## src/rtl/spi_cmd_ctrl_pkg.sv

```systemverilog
// Shared opcodes, FSM state encoding and small helpers for the SPI command controller.
package spi_cmd_ctrl_pkg;

  localparam logic [7:0] OpWrite  = 8'h01;
  localparam logic [7:0] OpRead   = 8'h02;
  localparam logic [7:0] OpStatus = 8'h03;

  localparam int unsigned ErrCntW = 8;

  typedef enum logic [2:0] {
    StIdle    = 3'd0,
    StCmd     = 3'd1,
    StAddr    = 3'd2,
    StWr      = 3'd3,
    StRd      = 3'd4,
    StStat    = 3'd5,
    StDiscard = 3'd6
  } state_e;

  function automatic logic [ErrCntW-1:0] sat_inc(input logic [ErrCntW-1:0] val);
    return (&val) ? val : val + ErrCntW'(1);
  endfunction

endpackage

```

## src/rtl/spi_cmd_ctrl_ss_sync_edge.sv

```systemverilog
// Two-flop synchroniser for the raw SPI select pin with single-cycle rise/fall pulses.
module spi_cmd_ctrl_ss_sync_edge (
  input  logic i_clk,
  input  logic i_rst_n,
  input  logic i_ss,
  output logic o_rise,
  output logic o_fall
);

  logic r_meta;
  logic r_sync;
  logic r_prev;

  always_ff @(posedge i_clk or negedge i_rst_n) begin
    if (!i_rst_n) begin
      r_meta <= 1'b0;
      r_sync <= 1'b0;
      r_prev <= 1'b0;
    end else begin
      r_meta <= i_ss;
      r_sync <= r_meta;
      r_prev <= r_sync;
    end
  end

  assign o_rise = r_sync & ~r_prev;
  assign o_fall = ~r_sync & r_prev;

endmodule

```

## src/rtl/spi_cmd_ctrl.sv

```systemverilog
// SPI frame parser: decodes CMD/ADDR/payload, drives auto-incrementing register writes,
// prefetched reads and status replies, and counts bad frames.
module spi_cmd_ctrl
  import spi_cmd_ctrl_pkg::*;
#(
  parameter int unsigned ADDR_W = 8,
  parameter int unsigned RD_LAT = 1
) (
  input  logic               i_clk,
  input  logic               i_rst_n,
  input  logic               i_ss,
  input  logic [7:0]         i_rx_data,
  input  logic               i_rx_valid,
  output logic [7:0]         o_tx_data,
  output logic               o_tx_load,
  output logic               o_wr_en,
  output logic [ADDR_W-1:0]  o_wr_addr,
  output logic [7:0]         o_wr_data,
  output logic               o_rd_en,
  output logic [ADDR_W-1:0]  o_rd_addr,
  input  logic [7:0]         i_rd_data,
  output logic               o_busy,
  output logic [ErrCntW-1:0] o_err_cnt
);

  logic w_ss_rise;
  logic w_ss_fall;

  spi_cmd_ctrl_ss_sync_edge u_ss_sync (
    .i_clk   (i_clk),
    .i_rst_n (i_rst_n),
    .i_ss    (i_ss),
    .o_rise  (w_ss_rise),
    .o_fall  (w_ss_fall)
  );

  state_e              r_state,     w_state_nxt;
  logic [ADDR_W-1:0]   r_addr,      w_addr_nxt;
  logic                r_is_rd,     w_is_rd_nxt;
  logic [ErrCntW-1:0]  r_err_cnt,   w_err_cnt_nxt;
  logic                r_hist,      w_hist_nxt;
  logic                r_stat_pend, w_stat_pend_nxt;
  logic [7:0]          r_tx_data,   w_tx_data_nxt;
  logic                r_tx_load,   w_tx_load_nxt;
  logic                r_wr_en,     w_wr_en_nxt;
  logic [ADDR_W-1:0]   r_wr_addr,   w_wr_addr_nxt;
  logic [7:0]          r_wr_data,   w_wr_data_nxt;
  logic                r_rd_en,     w_rd_en_nxt;
  logic [ADDR_W-1:0]   r_rd_addr,   w_rd_addr_nxt;
  logic [RD_LAT-1:0]   r_vpipe;
  logic [RD_LAT:0]     w_vchain;
  logic                w_rd_valid;
  logic [ADDR_W-1:0]   w_rx_addr;

  // Read-strobe delay line; its far end marks the cycle rd_data is valid.
  assign w_vchain   = {r_vpipe, r_rd_en};
  assign w_rd_valid = w_vchain[RD_LAT];
  assign w_rx_addr  = ADDR_W'(i_rx_data);

  always_comb begin
    w_state_nxt     = r_state;
    w_addr_nxt      = r_addr;
    w_is_rd_nxt     = r_is_rd;
    w_err_cnt_nxt   = r_err_cnt;
    w_hist_nxt      = r_hist;
    w_stat_pend_nxt = r_stat_pend;
    w_tx_data_nxt   = r_tx_data;
    w_tx_load_nxt   = 1'b0;
    w_wr_en_nxt     = 1'b0;
    w_wr_addr_nxt   = r_wr_addr;
    w_wr_data_nxt   = r_wr_data;
    w_rd_en_nxt     = 1'b0;
    w_rd_addr_nxt   = r_rd_addr;

    case (r_state)
      StIdle: begin
        if (w_ss_rise) w_state_nxt = StCmd;
      end
      StCmd: begin
        if (i_rx_valid) begin
          case (i_rx_data)
            OpWrite: begin
              w_state_nxt = StAddr;
              w_is_rd_nxt = 1'b0;
            end
            OpRead: begin
              w_state_nxt = StAddr;
              w_is_rd_nxt = 1'b1;
            end
            OpStatus: begin
              w_state_nxt     = StStat;
              w_stat_pend_nxt = 1'b1;
            end
            default: begin
              w_state_nxt   = StDiscard;
              w_err_cnt_nxt = sat_inc(r_err_cnt);
            end
          endcase
        end
      end
      StAddr: begin
        if (i_rx_valid) begin
          w_addr_nxt = w_rx_addr;
          if (r_is_rd) begin
            w_state_nxt   = StRd;
            w_rd_en_nxt   = 1'b1;
            w_rd_addr_nxt = w_rx_addr;
          end else begin
            w_state_nxt = StWr;
          end
        end
      end
      StWr: begin
        if (i_rx_valid) begin
          w_wr_en_nxt   = 1'b1;
          w_wr_addr_nxt = r_addr;
          w_wr_data_nxt = i_rx_data;
          w_addr_nxt    = r_addr + ADDR_W'(1);
        end
      end
      StRd: begin
        // Host dummy bytes arrive well after the previous load, so these never overlap.
        if (i_rx_valid) begin
          w_rd_en_nxt   = 1'b1;
          w_rd_addr_nxt = r_addr;
        end
        if (w_rd_valid) begin
          w_tx_data_nxt = i_rd_data;
          w_tx_load_nxt = 1'b1;
          w_addr_nxt    = r_addr + ADDR_W'(1);
        end
      end
      StStat: begin
        if (r_stat_pend) begin
          w_tx_data_nxt   = {r_hist, 3'b000, r_err_cnt[3:0]};
          w_tx_load_nxt   = 1'b1;
          w_stat_pend_nxt = 1'b0;
        end
      end
      StDiscard: ;
      default: w_state_nxt = StIdle;
    endcase

    // Frame end wins after the current byte has been processed; ending while still
    // waiting for the address byte is a truncated frame.
    if (w_ss_fall) begin
      if (w_state_nxt == StAddr) begin
        w_err_cnt_nxt = sat_inc(w_err_cnt_nxt);
        w_hist_nxt    = 1'b1;
      end
      w_state_nxt     = StIdle;
      w_stat_pend_nxt = 1'b0;
    end
  end

  always_ff @(posedge i_clk or negedge i_rst_n) begin
    if (!i_rst_n) begin
      r_state     <= StIdle;
      r_addr      <= '0;
      r_is_rd     <= 1'b0;
      r_err_cnt   <= '0;
      r_hist      <= 1'b0;
      r_stat_pend <= 1'b0;
      r_tx_data   <= '0;
      r_tx_load   <= 1'b0;
      r_wr_en     <= 1'b0;
      r_wr_addr   <= '0;
      r_wr_data   <= '0;
      r_rd_en     <= 1'b0;
      r_rd_addr   <= '0;
      r_vpipe     <= '0;
    end else begin
      r_state     <= w_state_nxt;
      r_addr      <= w_addr_nxt;
      r_is_rd     <= w_is_rd_nxt;
      r_err_cnt   <= w_err_cnt_nxt;
      r_hist      <= w_hist_nxt;
      r_stat_pend <= w_stat_pend_nxt;
      r_tx_data   <= w_tx_data_nxt;
      r_tx_load   <= w_tx_load_nxt;
      r_wr_en     <= w_wr_en_nxt;
      r_wr_addr   <= w_wr_addr_nxt;
      r_wr_data   <= w_wr_data_nxt;
      r_rd_en     <= w_rd_en_nxt;
      r_rd_addr   <= w_rd_addr_nxt;
      r_vpipe     <= w_vchain[RD_LAT-1:0];
    end
  end

  assign o_tx_data = r_tx_data;
  assign o_tx_load = r_tx_load;
  assign o_wr_en   = r_wr_en;
  assign o_wr_addr = r_wr_addr;
  assign o_wr_data = r_wr_data;
  assign o_rd_en   = r_rd_en;
  assign o_rd_addr = r_rd_addr;
  assign o_busy    = (r_state != StIdle);
  assign o_err_cnt = r_err_cnt;

endmodule
```

## config.mk

```make
export PLATFORM = sky130hd
export DESIGN_NAME = spi_cmd_ctrl
export DESIGN_NICKNAME = d
export VERILOG_FILES = /design/src/rtl/spi_cmd_ctrl_pkg.sv /design/src/rtl/spi_cmd_ctrl_ss_sync_edge.sv /design/src/rtl/spi_cmd_ctrl.sv
export SDC_FILE = /design/constraint.sdc
export NUM_CORES = 1
export LEC_CHECK = 0
export CORE_ASPECT_RATIO = 0.8
export CORE_MARGIN = 1.5
export CORE_UTILIZATION = 52
export DETAILED_ROUTE_END_ITERATION = 8
export GPL_TIMING_DRIVEN = 0
export PLACE_DENSITY = 0.87
export SETUP_SLACK_MARGIN = 0.5
export SYNTH_ARGS = -nofsm -noshare
export SYNTH_HDL_FRONTEND = slang
export SYNTH_HIERARCHICAL = 1
export SYNTH_SLANG_ARGS = --single-unit
```

## constraint.sdc

```tcl
create_clock -name i_clk -period 4.55 [get_ports i_clk]
set_clock_uncertainty 0.2 [all_clocks]
set_input_delay 0.91 -clock i_clk [delete_from_list [all_inputs] [get_ports i_clk]]
set_output_delay 0.91 -clock i_clk [all_outputs]
set_load 0.03 [all_outputs]
```

==> results of run 1 <==
[final cells by class]
class	instances	area (um2)
plain buffers	17	66.3
clock buffers	12	145
clock inverters	4	47.5
fillers	451	1760
inverters	5	18.8
multi-input cells	243	1600
flip-flops and latches	61	1530
well taps	81	101
repair buffers	65	651
[power breakdown]
group	internal (uW)	switching [uW]
sequential	761	175
combinational	620	880
clock	266	209
total	1650	1260
[per-layer routing]
metal,vias up,global-route usage
li1,1339,-
met1,1375,0.382
met2,106,0.359
met3,16,0.0625
met4,0,0.104
met5,-,0
[worst max path at each step]
stage	to	slack, ps	cells after the start
2_1_floorplan	o_err_cnt[1]	920	10
3_3_place_gp	o_err_cnt[1]	-120	10
3_5_place_dp	o_err_cnt[1]	-110	10
4_1_cts	o_err_cnt[1]	560	10
5_1_grt	o_err_cnt[6]	520	11
6_report	o_err_cnt[1]	750	10
[timing repair]
action	in CTS	in global routing
setup buffers	1	1
pin swaps	1	1
gates resized for setup	2	1
endpoints found under the setup margin	5	1
[stage by stage]
stage	power (uW)	std cells	setup WS [ps]
after floorplan	1860	326	924
after detailed placement	2410	470	-113
final	2910	488	753
after global placement	2370	469	-120
after global routing	3090	488	519
after CTS	2900	487	560
[worst max-delay path, cell delays in order]
cell and delay [ps]:
clkdlybuf4s50_1 530, nor4_4 430, a31oi_4 210, nand2_1 260
mux2_2 380, ha_1 250, o311ai_0 110, nand2_1 120
a31oi_1 250, mux2_2 370
[layout by cell type (no fill, tap or decap), drive strengths merged, types with 7 or more instances in the layout]
master	netlist	final
mux2	19	19
nand3	15	15
dfrtp	61	61
nand2	31	31
clkdlybuf4s50	0	61
o21ai	18	18
clkbuf	15	27
a31oi	7	7
mux2i	18	18
nor2	29	29
a21oi	28	28
[flip-flops by register name, summed over array words and instances, names as in the netlist, 3 cells and up]
name,flops
r_addr,8
r_state,3
o_wr_addr,8
o_wr_data,8
o_tx_data,8
o_rd_addr,8
o_err_cnt,8
[cell families after synthesis]
logic type               Yosys count
AO/OA/AOI/OAI                     80
buffers and inverters             22
flip-flops                        61
AND/OR/NAND/NOR                  118
XOR/XNOR                           5
multiplexers                      37
adder cells (fa/ha/maj)            3
==> flow_summary.toml, run 1 <==
[drt]
wl_met1_um = 3920
dr_wl_met3_um = 470
route.met2.wl_um = 3410
drtPass1Iterations = 5
drt_iter0_drc = 232
highest_layer = "met4"
routed_wl_um = 7950
drtAntennaViolNets = 0
wl_per_cell_um = 16.3
routed_via_density = 5.81
route.detailed.drc = 0
vias = 2836

[global_routing]
grt_usage = 0.257
grt_pass1_wl_um = 13100
grt_pass1_vias = 2609
grt_max_degree = 35
grt_antenna_before_repair = 0
grt-ovfl-total = 0

[synth]
yosysMostFrequentCell = "dfrtp_1"
avgSynthCellArea_um2 = 9.79
yosys_warnings = 6
synth_compound_area_frac = 0.156
syn_area_um2 = 3190
synthMuxAreaShare = 0.123
synth_xor_area_frac = 0.0137
synth_ff_type = "dfrtp_1"
synth_nets = 349
synth_cell_types = 54
syn_inst = 326
ys_seq_elements = 61
yosysTopAreaCell = "dfrtp_1"
ys_async_sr_fraction = 1.00
synth_top_family_by_area = "simple AND/OR/NAND/NOR gates"
yosys.area_share.simple = 0.191
yosys-top-cells-area = "dfrtp_1 48%, mux2_2 6.7%, mux2i_1 5.6%, a21oi_1 4.4%, nand2_1 3.6%"
synth_top_area_share = 0.478
ys_top_cells_by_count = "61 x dfrtp_1, 31 x nand2_1, 29 x nor2_1"
synth_edf_count = 0
synth_fa_ha_area_frac = 0.0118
synth-seq-area-share = 0.478

[clock_tree]
clkSinkCount = 61
cts_max_level = 3
cts.clk_slew.worst_paths_ps = 70
clkLatencyLatePin_ps = 350
cts_tree = "yes"
cts_hold_buf = 0
cts_made_buffers = 9
cts.path.max_buffers = 2
cts-root-buf = "clkbuf_8"

[timing]
drv_slew = 0
tns_ps = 0
rsz0062_at_grt = "no"
maxSlewHeadroom = 0.422
fmax_mhz = 263
fin_crit_ps = 3800
holdWs_ps = 149
setup_viol = 0
worstMarginPinSlew_ps = 865
hold_viol_final = 0
final_min_period_over_clock_period = 0.834

[setup_path]
crit_path_end_kind = "flip-flop"
reg2reg_depth = 11
cp_max_fo = 8
r2r-start = "o_err_cnt[0]"
critPathRequiredTime_ps = 4580
crit_path_start = "i_rx_data[3]"
start_kind = "primary input"
r2r_end = "o_err_cnt[1]"
path_class = "primary input to flip-flop"
cp.arrival_ps = 3830
rrSetupSlack_ps = 850

[floorplanning]
num_io_pins = 64
fp.dieW_um = 90.6
core_area_um2 = 5910
die_h_um = 73.1
rows = 25
initial_core_util = 0.540
fp.dieArea_um2 = 6620

[layout]
utilization = 0.703
antenna_cells = 0
nets = 425
area_growth_pct = 30.1
final_cell_area_um2 = 4160
layout-drive-gt1-share = 0.130

[place]
port_buffers = 62
hpwl_um = 5540
place_area_um2 = 3930
routabilityCongestion = 0.927

[power_and_ir_drop]
peakVddDrop_v = 0.000314
leakage_uw = 0.00170
power.density_nw_per_um2 = 700

[min_path]
hold_path.startpoint = "u_ss_sync/r_meta"
hp-class = "flip-flop to flip-flop"
min_path_cells = 0
hold-path-endpoint = "u_ss_sync/r_sync"

[status]
outcome = "complete, no violations"

[run]
cap_violations = 0
Power figures use the tool's default switching activity.
==> run 2: changes to the inputs <==
==> constraint.sdc (replaced) <==
create_clock -name i_clk -period 3.9 [get_ports i_clk]
set_clock_uncertainty 0.2 [all_clocks]
set_input_delay 0.78 -clock i_clk [delete_from_list [all_inputs] [get_ports i_clk]]
set_output_delay 0.78 -clock i_clk [all_outputs]
set_load 0.03 [all_outputs]
==> run 2 against run 1 <==
Effect of this change:
- hold slack better by 7.7 ps
- cell count up 1.0%
- register-to-register slack got worse by 240 ps
- first-iteration DRC count grew 55%
- die area did not move
- critical endpoint unchanged
- highest routed layer unchanged
- power up 16%
- global-route usage fell by 0.28 points
- setup slack worse by 170 ps
==> flow_summary.toml, run 2 (same netlist as run 1, synthesis figures left out) <==
[global_routing]
grt-ovfl-total = 0
grt_antenna_before_repair = 0
grt_usage = 0.254
grt_pass1_vias = 2582
grt_max_degree = 32
grt_pass1_wl_um = 13000

[timing]
rsz0062_at_grt = "no"
hold_viol_final = 0
drv_slew = 0
fin_crit_ps = 3320
setup_viol = 0
setup_slack_ps = 585
maxSlewHeadroom = 0.417
final_min_period_over_clock_period = 0.850
fmax_mhz = 302
worstMarginPinSlew_ps = 873

[power_and_ir_drop]
power.density_nw_per_um2 = 801
leakage_uw = 0.00176
peakVddDrop_v = 0.000385
p_total_uw = 3370

[setup_path]
cp.arrival_ps = 3350
reg2reg_depth = 11
critPathRequiredTime_ps = 3930
r2r-start = "o_err_cnt[1]"
cp_max_fo = 5
start_kind = "primary input"
crit_path_end_kind = "flip-flop"
path_class = "primary input to flip-flop"
rrSetupSlack_ps = 610
crit_path_start = "i_rx_data[3]"
r2r_end = "o_err_cnt[1]"

[run]
cap_violations = 0

[clock_tree]
cts.path.max_buffers = 2
clkLatencyLatePin_ps = 350
clkSinkCount = 61
cts-root-buf = "clkbuf_8"
cts_max_level = 3
cts.clk_slew.worst_paths_ps = 70
cts_made_buffers = 9
cts_tree = "yes"

[layout]
stdcell_count = 493
antenna_cells = 0
layout-drive-gt1-share = 0.165
nets = 431
layout_commonest_cell = "dfrtp_1"
area_growth_pct = 31.9
final_cell_mix = "59 x dfrtp_1, 55 x clkdlybuf4s50_1, 30 x nand2_1"

[min_path]
hold_path.startpoint = "u_ss_sync/r_meta"
hp-class = "flip-flop to flip-flop"
hold-path-endpoint = "u_ss_sync/r_sync"
min_path_cells = 0

[floorplanning]
rows = 25
fp.dieArea_um2 = 6620
die_h_um = 73.1
initial_core_util = 0.540
core_area_um2 = 5910
fp.dieW_um = 90.6
num_io_pins = 64

[drt]
vias = 2857
drt_iter0_drc = 359
routed_wl_um = 7880
wl_per_cell_um = 16.0
drtPass1Iterations = 5
drtAntennaViolNets = 0
routed_via_density = 5.80
route.detailed.drc = 0

[place]
place_inst = 470
routabilityCongestion = 0.926
pre_cts_ws_ps = -426
hpwl_um = 5420
port_buffers = 62

[status]
outcome = "complete, no violations"
-- run 2: cell types whose count changed in the layout (fill, tap and decap cells not counted), moves of 2 or more --
cell and delta:
buf_4 +6, clkbuf_1 -3, clkdlybuf4s50_1 -6, clkinv_2 +2, dfrtp_1 -2, dfrtp_2 +2, dlygate4sd2_1 +3, dlymetal6s2s_1 +3
-- run 2: worst max-delay path by stage --
stage                   end  slack [ps]  depth (start not counted)
6_report       o_err_cnt[1]         580                         11
5_1_grt        o_err_cnt[1]         470                         11
4_1_cts        o_err_cnt[1]         520                         11
3_5_place_dp   o_err_cnt[1]        -430                         10
3_3_place_gp   o_err_cnt[1]        -450                         10
2_1_floorplan  o_err_cnt[1]         520                         10
-- run 2: metal layers --
layer  GRT usage  vias to the layer above  part of all wire
met5           0                        -                 0
met4       0.109                        0             0.023
met3      0.0542                       26             0.064
met2       0.368                      117              0.45
met1       0.370                     1366              0.47
li1            -                     1348                 -
-- run 2: power breakdown --
group	switching [uW]	leakage [uW]	total [uW]	internal, uW
clock	247	0.0000877	486	239
sequential	198	0.000727	1090	890
combinational	1050	0.000943	1800	750
-- run 2: cell type report --
| cell class | instances | area, um2 |
|---|---|---|
| multi-input combinational | 243 | 1630 |
| inverter | 5 | 18.8 |
| tap | 81 | 101 |
| clock buffer | 10 | 138 |
| timing repair buffer | 71 | 699 |
| sequential | 61 | 1530 |
| buffer | 17 | 67.6 |
| fill | 424 | 1700 |
| clock inverter | 5 | 27.5 |
-- run 2: what timing repair did --
item,4_1_cts,5_1_grt
pin swaps,3,1
hold buffers,0,0
endpoints found under the setup margin,8,7
setup buffers,4,4
gates resized for setup,8,8
-- run 2: critical path: stages --
cell           delay, ps
dlygate4sd2_1        300
nor4_4               360
buf_4                180
a31oi_4               80
nand2_2              170
mux2_2               370
ha_2                 220
o211ai_1             140
nand2_1              140
a31oi_2              240
mux2_2               360
-- run 2: stage by stage --
step                       util  hold WS, ps  instance area (um2)  setup TNS (ps)
final                     0.712          156                 4210               0
after global routing      0.712          169                 4210               0
after CTS                 0.703          157                 4160               0
after detailed placement  0.666          141                 3940           -1140
after global placement    0.664          132                 3920           -4550
after floorplan               -          131                 3200               0
